### config.mk
export PLATFORM = sky130hd
export DESIGN_NAME = brick_gravity
export DESIGN_NICKNAME = d
export VERILOG_FILES = /design/src/rtl/brick_pkg.sv /design/src/rtl/brick_renderer.sv /design/src/rtl/brick_gravity.sv
export SDC_FILE = /design/constraint.sdc
export NUM_CORES = 1
export LEC_CHECK = 0
export CORE_ASPECT_RATIO = 0.9
export CORE_MARGIN = 10
export CORE_UTILIZATION = 51
export CTS_BUF_LIST = sky130_fd_sc_hd__clkbuf_4 sky130_fd_sc_hd__clkbuf_8
export DETAILED_ROUTE_END_ITERATION = 16
export GPL_ROUTABILITY_DRIVEN = 0
export GPL_TIMING_DRIVEN = 0
export MAX_ROUTING_LAYER = met4
export PLACE_DENSITY = 0.95
export SLEW_MARGIN = 20
export SYNTH_ARGS = -nofsm -noshare
export SYNTH_HDL_FRONTEND = slang
export SYNTH_SLANG_ARGS = --single-unit
export TNS_END_PERCENT = 1
### constraint.sdc
create_clock -name clk -period 6.7 [get_ports clk]
set_clock_uncertainty 0.15 [all_clocks]
set_input_delay 0.67 -clock clk [delete_from_list [all_inputs] [get_ports clk]]
set_output_delay 0.67 -clock clk [all_outputs]
set_load 0.1 [all_outputs]
### src/rtl/brick_pkg.sv
// Shared types and helpers for the falling-brick gravity engine.
// Optional feature macro: BRICK_SCORE_EN (cleared-row score counter).
package brick_pkg;

    typedef enum logic [2:0] {
        IDLE  = 3'd0,
        FALL  = 3'd1,
        LAND  = 3'd2,
        CLEAR = 3'd3,
        LOST  = 3'd4
    } state_t;

    localparam int SCREEN_W = 640;
    localparam int SCREEN_H = 480;

    // Stack colour for a column; cycles through three colours.
    function automatic logic [4:0] col_color(input int c);
        logic [4:0] color;
        case (c % 3)
            0:       color = 5'b00001;
            1:       color = 5'b00100;
            default: color = 5'b10000;
        endcase
        return color;
    endfunction

endpackage

### src/rtl/brick_renderer.sv
// Maps the current scan position onto the column/slot grid and registers the
// resulting pixel colour (one clock of latency). The falling brick is drawn
// over the stack.
module brick_renderer
    import brick_pkg::*;
#(
    parameter int NUM_COLS            = 3,
    parameter int MAX_HEIGHT          = 5,
    parameter int COL_W               = 3,
    parameter int ROW_W               = 3,
    parameter int X_MARGIN            = 5,
    parameter int BRICK_W             = 210,
    parameter int BRICK_H             = 80,
    parameter logic [4:0] FALL_COLOR  = 5'b11111
)
(
    input  logic                       clk,
    input  logic                       reset,
    input  logic [NUM_COLS*ROW_W-1:0]  heights,
    input  logic [ROW_W-1:0]           row,
    input  logic [COL_W-1:0]           col,
    input  logic                       falling,
    input  logic [10:0]                hpos,
    input  logic [10:0]                vpos,
    output logic [4:0]                 pixel_color
);

    localparam logic [ROW_W:0] MAX_H_EXT = (ROW_W+1)'(MAX_HEIGHT);

    int               scan_x;
    int               scan_y;
    logic             hit_x;
    logic             hit_y;
    logic             on_screen;
    logic [COL_W-1:0] cell_col;
    logic [ROW_W-1:0] cell_row;
    logic [ROW_W-1:0] cell_h;
    logic [4:0]       cell_color;
    logic [4:0]       color_next;

    // Locate the cell under the scan position and pick its colour.
    always_comb begin
        scan_x     = int'(hpos);
        scan_y     = int'(vpos);
        on_screen  = (scan_x < SCREEN_W) && (scan_y < SCREEN_H);
        hit_x      = 1'b0;
        hit_y      = 1'b0;
        cell_col   = '0;
        cell_row   = '0;
        cell_h     = '0;
        cell_color = 5'b00000;
        for (int c = 0; c < NUM_COLS; c++) begin
            if (scan_x >= X_MARGIN + c*BRICK_W && scan_x < X_MARGIN + (c+1)*BRICK_W) begin
                hit_x      = 1'b1;
                cell_col   = COL_W'(c);
                cell_h     = heights[c*ROW_W +: ROW_W];
                cell_color = col_color(c);
            end
        end
        for (int r = 0; r < MAX_HEIGHT; r++) begin
            if (scan_y >= r*BRICK_H && scan_y < (r+1)*BRICK_H) begin
                hit_y    = 1'b1;
                cell_row = ROW_W'(r);
            end
        end
        color_next = 5'b00000;
        if (on_screen && hit_x && hit_y) begin
            if (falling && cell_col == col && cell_row == row) begin
                color_next = FALL_COLOR;
            end else if (({1'b0, cell_row} + {1'b0, cell_h}) >= MAX_H_EXT) begin
                color_next = cell_color;
            end
        end
    end

    // Output register for the VGA path.
    always_ff @(posedge clk) begin
        if (reset) begin
            pixel_color <= 5'b00000;
        end else begin
            pixel_color <= color_next;
        end
    end

endmodule

### src/rtl/brick_gravity.sv
// Gravity/stacking engine: per-column stack heights, falling brick position,
// lateral moves, landing, full-bottom-row clear and sticky game-over.
// Optional feature macro: BRICK_SCORE_EN builds the cleared-row counter;
// without it score reads 0.
//
// state | meaning
// IDLE  | waiting for a spawn request
// FALL  | brick in flight, moves and ticks applied
// LAND  | brick just joined its stack, check for a full bottom row
// CLEAR | bottom row removed this cycle
// LOST  | spawn into a full column, held until reset
module brick_gravity
    import brick_pkg::*;
#(
    parameter int NUM_COLS            = 3,
    parameter int MAX_HEIGHT          = 5,
    parameter int COL_W               = 3,
    parameter int ROW_W               = 3,
    parameter int X_MARGIN            = 5,
    parameter int BRICK_W             = 210,
    parameter int BRICK_H             = 80,
    parameter logic [4:0] FALL_COLOR  = 5'b11111
)
(
    input  logic                       clk,
    input  logic                       reset,
    input  logic                       tick,
    input  logic                       spawn_valid,
    input  logic [COL_W-1:0]           spawn_col,
    output logic                       spawn_ready,
    input  logic                       move_left,
    input  logic                       move_right,
    input  logic [10:0]                hpos,
    input  logic [10:0]                vpos,
    output logic [NUM_COLS*ROW_W-1:0]  heights,
    output logic [ROW_W-1:0]           row,
    output logic [COL_W-1:0]           col,
    output logic                       falling,
    output logic                       landed,
    output logic                       cleared,
    output logic                       lost,
    output logic [7:0]                 score,
    output logic [4:0]                 pixel_color
);

    localparam logic [ROW_W:0] MAX_H_EXT = (ROW_W+1)'(MAX_HEIGHT);

    state_t                     state;
    logic [NUM_COLS*ROW_W-1:0]  heights_q;
    logic [NUM_COLS*ROW_W-1:0]  heights_inc;
    logic [NUM_COLS*ROW_W-1:0]  heights_dec;
    logic [ROW_W-1:0]           row_q;
    logic [COL_W-1:0]           col_q;
    logic                       landed_q;
    logic                       cleared_q;
    logic                       spawn_in_range;
    logic                       spawn_full;
    logic                       move_req;
    logic [COL_W-1:0]           move_col;
    logic [COL_W-1:0]           fall_col;
    logic                       at_floor;
    logic                       all_filled;

    // Out-of-range indices simply never match, so they read as height 0.
    function automatic logic [ROW_W-1:0] height_of(input logic [NUM_COLS*ROW_W-1:0] hv,
                                                   input logic [COL_W-1:0] idx);
        logic [ROW_W-1:0] h;
        h = '0;
        for (int c = 0; c < NUM_COLS; c++) begin
            if (idx == COL_W'(c)) h = hv[c*ROW_W +: ROW_W];
        end
        return h;
    endfunction

    // Spawn checks, move legality, landing test and next stack heights.
    always_comb begin
        spawn_in_range = int'(spawn_col) < NUM_COLS;
        spawn_full     = height_of(heights_q, spawn_col) == ROW_W'(MAX_HEIGHT);

        move_req = 1'b0;
        move_col = col_q;
        if (move_left && !move_right && col_q != '0) begin
            move_req = 1'b1;
            move_col = col_q - COL_W'(1);
        end else if (move_right && !move_left && int'(col_q) < NUM_COLS - 1) begin
            move_req = 1'b1;
            move_col = col_q + COL_W'(1);
        end

        // The brick may only slide beside a stack whose top is still below it.
        fall_col = col_q;
        if (move_req && ({1'b0, row_q} + {1'b0, height_of(heights_q, move_col)}) < MAX_H_EXT) begin
            fall_col = move_col;
        end

        at_floor = ({1'b0, row_q} + {1'b0, height_of(heights_q, fall_col)} + (ROW_W+1)'(1))
                   == MAX_H_EXT;

        heights_inc = heights_q;
        heights_dec = heights_q;
        all_filled  = 1'b1;
        for (int c = 0; c < NUM_COLS; c++) begin
            if (heights_q[c*ROW_W +: ROW_W] == '0) all_filled = 1'b0;
            heights_dec[c*ROW_W +: ROW_W] = heights_q[c*ROW_W +: ROW_W] - ROW_W'(1);
            if (fall_col == COL_W'(c)) begin
                heights_inc[c*ROW_W +: ROW_W] = heights_q[c*ROW_W +: ROW_W] + ROW_W'(1);
            end
        end
    end

    // Game FSM; landed/cleared are registered so they coincide with the
    // updated heights. The clear is committed on entry to CLEAR.
    always_ff @(posedge clk) begin
        if (reset) begin
            state     <= IDLE;
            heights_q <= '0;
            row_q     <= '0;
            col_q     <= '0;
            landed_q  <= 1'b0;
            cleared_q <= 1'b0;
        end else begin
            landed_q  <= 1'b0;
            cleared_q <= 1'b0;
            case (state)
                IDLE: begin
                    if (spawn_valid && spawn_in_range) begin
                        if (spawn_full) begin
                            state <= LOST;
                        end else begin
                            col_q <= spawn_col;
                            row_q <= '0;
                            state <= FALL;
                        end
                    end
                end
                FALL: begin
                    col_q <= fall_col;
                    if (tick) begin
                        if (at_floor) begin
                            heights_q <= heights_inc;
                            landed_q  <= 1'b1;
                            state     <= LAND;
                        end else begin
                            row_q <= row_q + ROW_W'(1);
                        end
                    end
                end
                LAND: begin
                    if (all_filled) begin
                        heights_q <= heights_dec;
                        cleared_q <= 1'b1;
                        state     <= CLEAR;
                    end else begin
                        state <= IDLE;
                    end
                end
                CLEAR: state <= IDLE;
                LOST:  state <= LOST;
                default: state <= IDLE;
            endcase
        end
    end

`ifdef BRICK_SCORE_EN
    logic [7:0] score_q;

    // Count bottom-row clears, holding at 255.
    always_ff @(posedge clk) begin
        if (reset) begin
            score_q <= 8'd0;
        end else if (state == LAND && all_filled && score_q != 8'hFF) begin
            score_q <= score_q + 8'd1;
        end
    end

    assign score = score_q;
`else
    assign score = 8'd0;
`endif

    assign heights     = heights_q;
    assign row         = row_q;
    assign col         = col_q;
    assign landed      = landed_q;
    assign cleared     = cleared_q;
    assign falling     = (state == FALL);
    assign lost        = (state == LOST);
    assign spawn_ready = (state == IDLE);

    brick_renderer #(
        .NUM_COLS   (NUM_COLS),
        .MAX_HEIGHT (MAX_HEIGHT),
        .COL_W      (COL_W),
        .ROW_W      (ROW_W),
        .X_MARGIN   (X_MARGIN),
        .BRICK_W    (BRICK_W),
        .BRICK_H    (BRICK_H),
        .FALL_COLOR (FALL_COLOR)
    ) u_renderer (
        .clk         (clk),
        .reset       (reset),
        .heights     (heights_q),
        .row         (row_q),
        .col         (col_q),
        .falling     (falling),
        .hpos        (hpos),
        .vpos        (vpos),
        .pixel_color (pixel_color)
    );

endmodule

==> results.cfg <==
[logic_synthesis]
yosysSeqAreaShare_pct = 19.1
synth_ff_type = dfxtp_1
synth_edf_count = 0
synth_cells = 320
synth_area_sq_mm = 0.00252
synthArstFlopShare_pct = 0
syn_avg_cell_area_sq_um = 7.87
ys_ff_latch = 24
yosys_warnings = 0
synth_cell_types = 75

[cells_and_area]
drive_gt1_share_pct = 17.0
post-route-util_pct = 72.0
fin_cells = 459
antenna_cells = 0
area_delta_synth_final_pct = 37.4
final_nets = 445

[cts]
clk_latency_ns = 0.28
clk_transition_reported_paths_ns = 0.10
clock-sinks = 24
cts_made_buffers = 3
cts_tree = built
h-tree-depth = 1
cts-root-buf = clkbuf_8
clockBufferDepth = 2

[timing]
setup_violations = 4
final_max_slew_viol_count = 0
fmax_mhz = 147
finalHoldViolCount = 0
tightestPinTransition_ns = 0.989
fin_crit_ns = 6.79
post-route-period-util_pct = 101
max-slew-margin-rel_pct = 33.9
layout_setup_ws_ns = -0.0888

[global_routing]
busiest_layer = met2
antenna_found_initial = 0
grt.met2_usage_pct = 33.6
grt_max_degree = 15
grt_use_met3_pct = 3.98
grt_overflow_total = 0
grt_pass1_vias = 2849
grt_pass1_wl_microns = 13500
use_met1_pct = 23.9
grt_usage_pct = 20.3

[floorplanning]
row_count = 24
core_area_sq_mm = 0.00480
die_h_microns = 86.7
ioPinCount = 64
start_util_pct = 52.4
dieArea_sq_mm = 0.00815
die_width_microns = 94.1

[drt]
avgRoutedWirePerCell_microns = 20.3
drtPass1Iterations = 6
drc_errors = 0
ant_nets = 0
num_vias = 3141
wl_microns = 9330
drt_iter0_markers = 492
vias_per_cell = 6.84

[critical_path]
endpoint_kind = flip-flop
path_delay_family = simple AND/OR/NAND/NOR gates
startpoint_type = flip-flop
r2r_setup_slack_ns = -0.09
critPathKind = reg -> reg
critPathSlowestCell = fa_1
cp_num_cells = 27
crit_buf_inv = 5
worstPathArrival_ns = 6.81
crit_path_max_fanout = 10
cpPeakStageDelay_ns = 0.48
cp_data_required_time_ns = 6.72
r2r_cells = 27

[place]
dpl.cell_count = 443
place_hpwl_microns = 6110
io_buffers = 51

[power]
p_leak_nw = 1.37
p_per_area_mw_per_mm2 = 220
design_power_total_uw = 763
vdd_drop_max_uv = 199

[hold_path]
hold_path_class = reg -> reg
holdPathStages = 2

[outcome]
violations = negative setup slack
status = finished with violations

[run]
maxCapViolCount = 0
-- registers in the layout, summed over array words and instances (netlist names) --
name                    cells
state                       3
u_renderer.pixel_color      4
landed                      1
cleared                     1
heights                     9
col                         3
row                         3
-- synth_stat cells, types with 6 or more instances --
library cell	count	share of area (%)
nand2_1	24	3.6
inv_1	19	2.8
nand3_1	8	1.6
a22oi_1	6	1.8
nand2b_1	7	1.7
fa_1	6	4.8
nor3_1	13	2.6
a21oi_1	22	4.4
buf_4	9	2.7
xnor2_1	7	2.4
ha_1	13	6.5
clkbuf_1	7	1.0
o21ai_0	10	2.0
nor2_1	32	4.8
dfxtp_1	24	19
-- final cells by class --
type | instances | area [sq um]
fillers | 358 | 1340
clock buffers | 3 | 41.3
well taps | 65 | 81.3
multi-input cells | 264 | 2010
inverters | 21 | 82.6
plain buffers | 17 | 120
repair buffers | 64 | 613
clock inverters | 1 | 30.0
flip-flops and latches | 24 | 485
-- path summary, 6_finish.rpt --
check / startpoint / to
min reg2reg: state[1]$_SDFFE_PP0P_ / state[2]$_SDFFE_PP0P_
min: state[1]$_SDFFE_PP0P_ / state[2]$_SDFFE_PP0P_
max: col[1]$_SDFFE_PP0P_ / heights[1]$_SDFFE_PP0P_
max reg2reg: col[1]$_SDFFE_PP0P_ / heights[1]$_SDFFE_PP0P_
-- tightest hold or removal path: stages, from the launching register on --
cell and delay, ns:
dfxtp_1 0.34, buf_6 0.13, a2111oi_1 0.05
-- kinds of logic (layout without fill, tap and decap cells) --
logic type	Yosys count	after routing	synth area share (%)
AOI/OAI and AO/OA	102	102	30.5
xor gates and xnor gates	8	8	2.78
adders and majority gates	19	19	11.2
buffers and inverters	39	106	7.50
DFF	24	24	19.1
muxes	7	7	2.88
other	1	8	0.149
and+or+nand+nor	120	120	25.9
-- report_power, final --
part	switching (mW)	total, mW	internal, mW
logic	0.293	0.445	0.152
clock network	0.0542	0.134	0.0801
registers	0.0292	0.183	0.154
-- layer usage --
layer  part of all wire, %  up-vias
met5                     0        -
met4                   5.1        0
met3                    13       69
met2                    47      291
met1                    35     1429
li1                      -     1352
-- stage by stage --
stage / setup TNS [ns] / instance area (sq um) / worst slack [ns] / hold slack (ns)
floorplan: 0 / 2550 / 0.0457 / 0.362
global placement: -2.99 / 3140 / -0.405 / 0.386
detailed placement: -5.03 / 3140 / -0.558 / 0.402
CTS: 0 / 3250 / 0.000430 / 0.414
global route: -2.68 / 3460 / -0.313 / 0.432
finish: -0.148 / 3460 / -0.0888 / 0.402
-- placed cells by master (no fill, tap or decap), drive strengths merged, types with 3 or more instances in the layout --
cell type,synthesis,routed
o21a,3,3
o31ai,3,3
nor2b,5,5
mux2i,5,5
a211oi,6,6
o32ai,4,4
o211a,3,3
a21o,3,3
a22oi,6,6
o21ai,11,11
nand3,8,8
nor3b,3,3
a21oi,22,22
nor2,32,32
clkdlybuf4s50,0,49
nand2b,7,7
o211ai,5,5
a222oi,3,3
a31oi,3,3
nand4b,3,3
ha,13,13
or4,4,4
nor3,13,13
buf,11,25
o311ai,4,4
clkbuf,7,8
nand2,24,24
conb,1,8
a2111oi,3,3
inv,21,20
a211o,3,3
dfxtp,24,24
xnor2,7,7
nor4,4,4
fa,6,6
-- what timing repair did --
action                                  in CTS  in global routing
resized for setup                            7                 31
buffers inserted                             2                 11
hold buffers                                 0                  0
endpoints found under the setup margin      14                 16
pin swaps                                    1                  7
Power figures use the tool's default switching activity.
==> RTL change, RTL diff (same settings) <==
`COL_W` is set to 3 in 2 places; all go to 6.
--- a/src/rtl/brick_renderer.sv
+++ b/src/rtl/brick_renderer.sv
@@ -7,5 +7,5 @@
     parameter int NUM_COLS            = 3,
     parameter int MAX_HEIGHT          = 5,
-    parameter int COL_W               = 3,
+    parameter int COL_W               = 6,
     parameter int ROW_W               = 3,
     parameter int X_MARGIN            = 5,
--- a/src/rtl/brick_gravity.sv
+++ b/src/rtl/brick_gravity.sv
@@ -15,5 +15,5 @@
     parameter int NUM_COLS            = 3,
     parameter int MAX_HEIGHT          = 5,
-    parameter int COL_W               = 3,
+    parameter int COL_W               = 6,
     parameter int ROW_W               = 3,
     parameter int X_MARGIN            = 5,
Ports: changed (resized col and spawn_col); port bits go from 64 to 70. No check against the original RTL was run, so the function may have changed too.
==> RTL change against the unedited design <==
Final area grew 8.6%; routed wire length shrank 1.1%; area after synthesis grew 9.1%; worst setup slack gained 0.25 ns; combinational power shrank 45%; first-iteration DRC count shrank 38%; sequential cell count grew 3; total power shrank 33%; worst hold slack gained 0.086 ns; sequential share of layout area grew 0.55 points; largest cell class unchanged.
==> RTL change: results (changes against the unedited design) <==
Finish-stage setup viols - 0 (-4)
H-tree levels - 1 (unchanged)
Met3 Usage GRT - 0.02754 (-0.01221)
Adder-cell share of the synthesized area - 0.1029 (-0.009403)
Clock Latency Late Sink - 0.28 ns (about the same)
Compound-Gate Fraction of Synth Area - 0.2585 (-0.04648)
CP top delay family - compound AO/OA/AOI/OAI gates
Iter 0 DRT Violations - 303 (-38%)
Max Freq - 0.1529 GHz (+3.8%)
Vias/cell - 6.254 (-8.6%)
Top cells by area, synth - dfxtp_1 20%, ha_1 5.9%, nor2_1 5.7%, fa_1 4.4%, mux2_1 3.7%
Hold WS - 0.4880 ns (+0.08612 ns)
Post-synthesis sequential area ratio - 0.1966 (+0.005872)
Outcome - completed
Post-Synth XOR/XNOR Area - 0.04096 (+0.01315)
First-pass GRT wire length - 14.49 mm (+7.3%)
Met1 Wirelength - 3.634 mm (+11%)
Post-layout net count - 471 (+5.8%)
Met1 Usage GRT - 0.2221 (-0.01657)
Switching share of power - 0.4148 (-0.07818)
Fillcell total - 361 (+0.84%)
Initial antenna violation count - 0 (unchanged)
Share of synthesized registers carrying an async set or reset - 0 (unchanged)
Fraction of layout instances using a drive strength above 1 - 0.2086 (+0.03858)
Cells after synthesis - 329 (+2.8%)
CP max FO - 8 (-2)
DR WL met3 - 705 um (-40%)
R2R Setup Slk - 0.17 ns (+0.26 ns)
PD cells - 135.4 nW/um2 (-39%)
Port Buffer Count - 57 (+12%)
Mux share of post-synthesis cell area - 0.08466 (+0.05585)
Synth Warn # - 0 (unchanged)
Most used DFF post-synth - dfxtp_1
Largest net degree at the start of global routing - 16 (+1)
Routing usage on met2 - 0.3689 (+0.03242)
Synth cell count leaders - 42 x nor2_1, 27 x dfxtp_1, 22 x inv_1
Top Layer Used - met4
Worst path arrival time - 6.56 ns (-0.25 ns)
DP Cell Count - 460 (+3.8%)
Reg power frac - 0.328 (+0.088)
Post-route cell area - 3759 um2 (+8.6%)
Diodes inserted - 0 (unchanged)
Gr usage total - 0.2015 (-0.001703)
Slew @ Worst Pin - 0.9924 ns (+0.003764 ns)
Non-filler instance count after layout - 484 (+5.4%)
Dpl ws - -0.8747 ns (-0.3164 ns)
CP max-delay cell - or4b_4
Worst vdd ir - 0.00008797 V (-56%)
Met2 WL - 4.630 mm (+5.4%)
Distinct cells, synth - 74 (-1.3%)
Crit-path max cell delay - 0.55 ns (+0.07 ns)
CTS buffer count - 3 (unchanged)
Pleak - 1.571 nW (+14%)
Hpwl dp - 6.278 mm (+2.8%)
Clk. pwr - 0.0000978 W (-27%)
Final WL - 9.231 mm (-1.1%)
CTS clk-pin slew, worst paths - 0.10 ns (about the same)
Post-DP Area - 3435 um2 (+9.4%)
Vias in the first global route - 3002 (+5.4%)
-- RTL change: cell count changes after synthesis, sizes merged, moves of 7 or more --
cell,before,now
nand2,24,16
mux2,2,13
nor2,32,43
a21oi,22,15
-- RTL change: final timing paths --
kind                                       startpoint                       to  cells after the start
worst max-delay path                       move_right  heights[3]$_SDFFE_PP0P_                     26
worst min-delay path            state[1]$_SDFFE_PP0P_    state[2]$_SDFFE_PP0P_                      2
worst max register to register    col[1]$_SDFFE_PP0P_  heights[3]$_SDFFE_PP0P_                     29
worst min register to register  state[1]$_SDFFE_PP0P_    state[2]$_SDFFE_PP0P_                      2
-- RTL change: worst reg2reg max path, delay by kind of cell, from the launching register on --
family                   cells  cell delay [ns]
multiplexers                 2             0.64
AO/OA/AOI/OAI                6             1.57
flip-flops                   1             0.35
buffers and inverters        7             0.83
adder cells (fa/ha/maj)      5             1.56
AND/OR/NAND/NOR              9             1.30
-- RTL change: cell families (layout without fill, tap and decap cells) --
| kind of cell | after synthesis | after routing |
|---|---|---|
| AOI/OAI and AO/OA | 92 | 92 |
| xor gates and xnor gates | 12 | 12 |
| adders and majority gates | 19 | 19 |
| DFF | 27 | 27 |
| muxes | 20 | 20 |
| other | 1 | 8 |
| buffers and inverters | 40 | 121 |
| and+or+nand+nor | 118 | 118 |
-- RTL change: cell type report --
type	instances	share of cell area
clock inverters	1	0.001332
clock buffers	3	0.01099
multi-input cells	269	0.5699
well taps	67	0.02230
flip-flops and latches	27	0.1458
repair buffers	77	0.1911
plain buffers	18	0.03562
inverters	22	0.02297
-- RTL change: what timing repair did --
action | CTS | global route
buffers inserted | 12 | 8
pin swaps | 8 | 12
hold buffers | 0 | 0
setup endpoints to repair | 14 | 14
resized for setup | 16 | 16
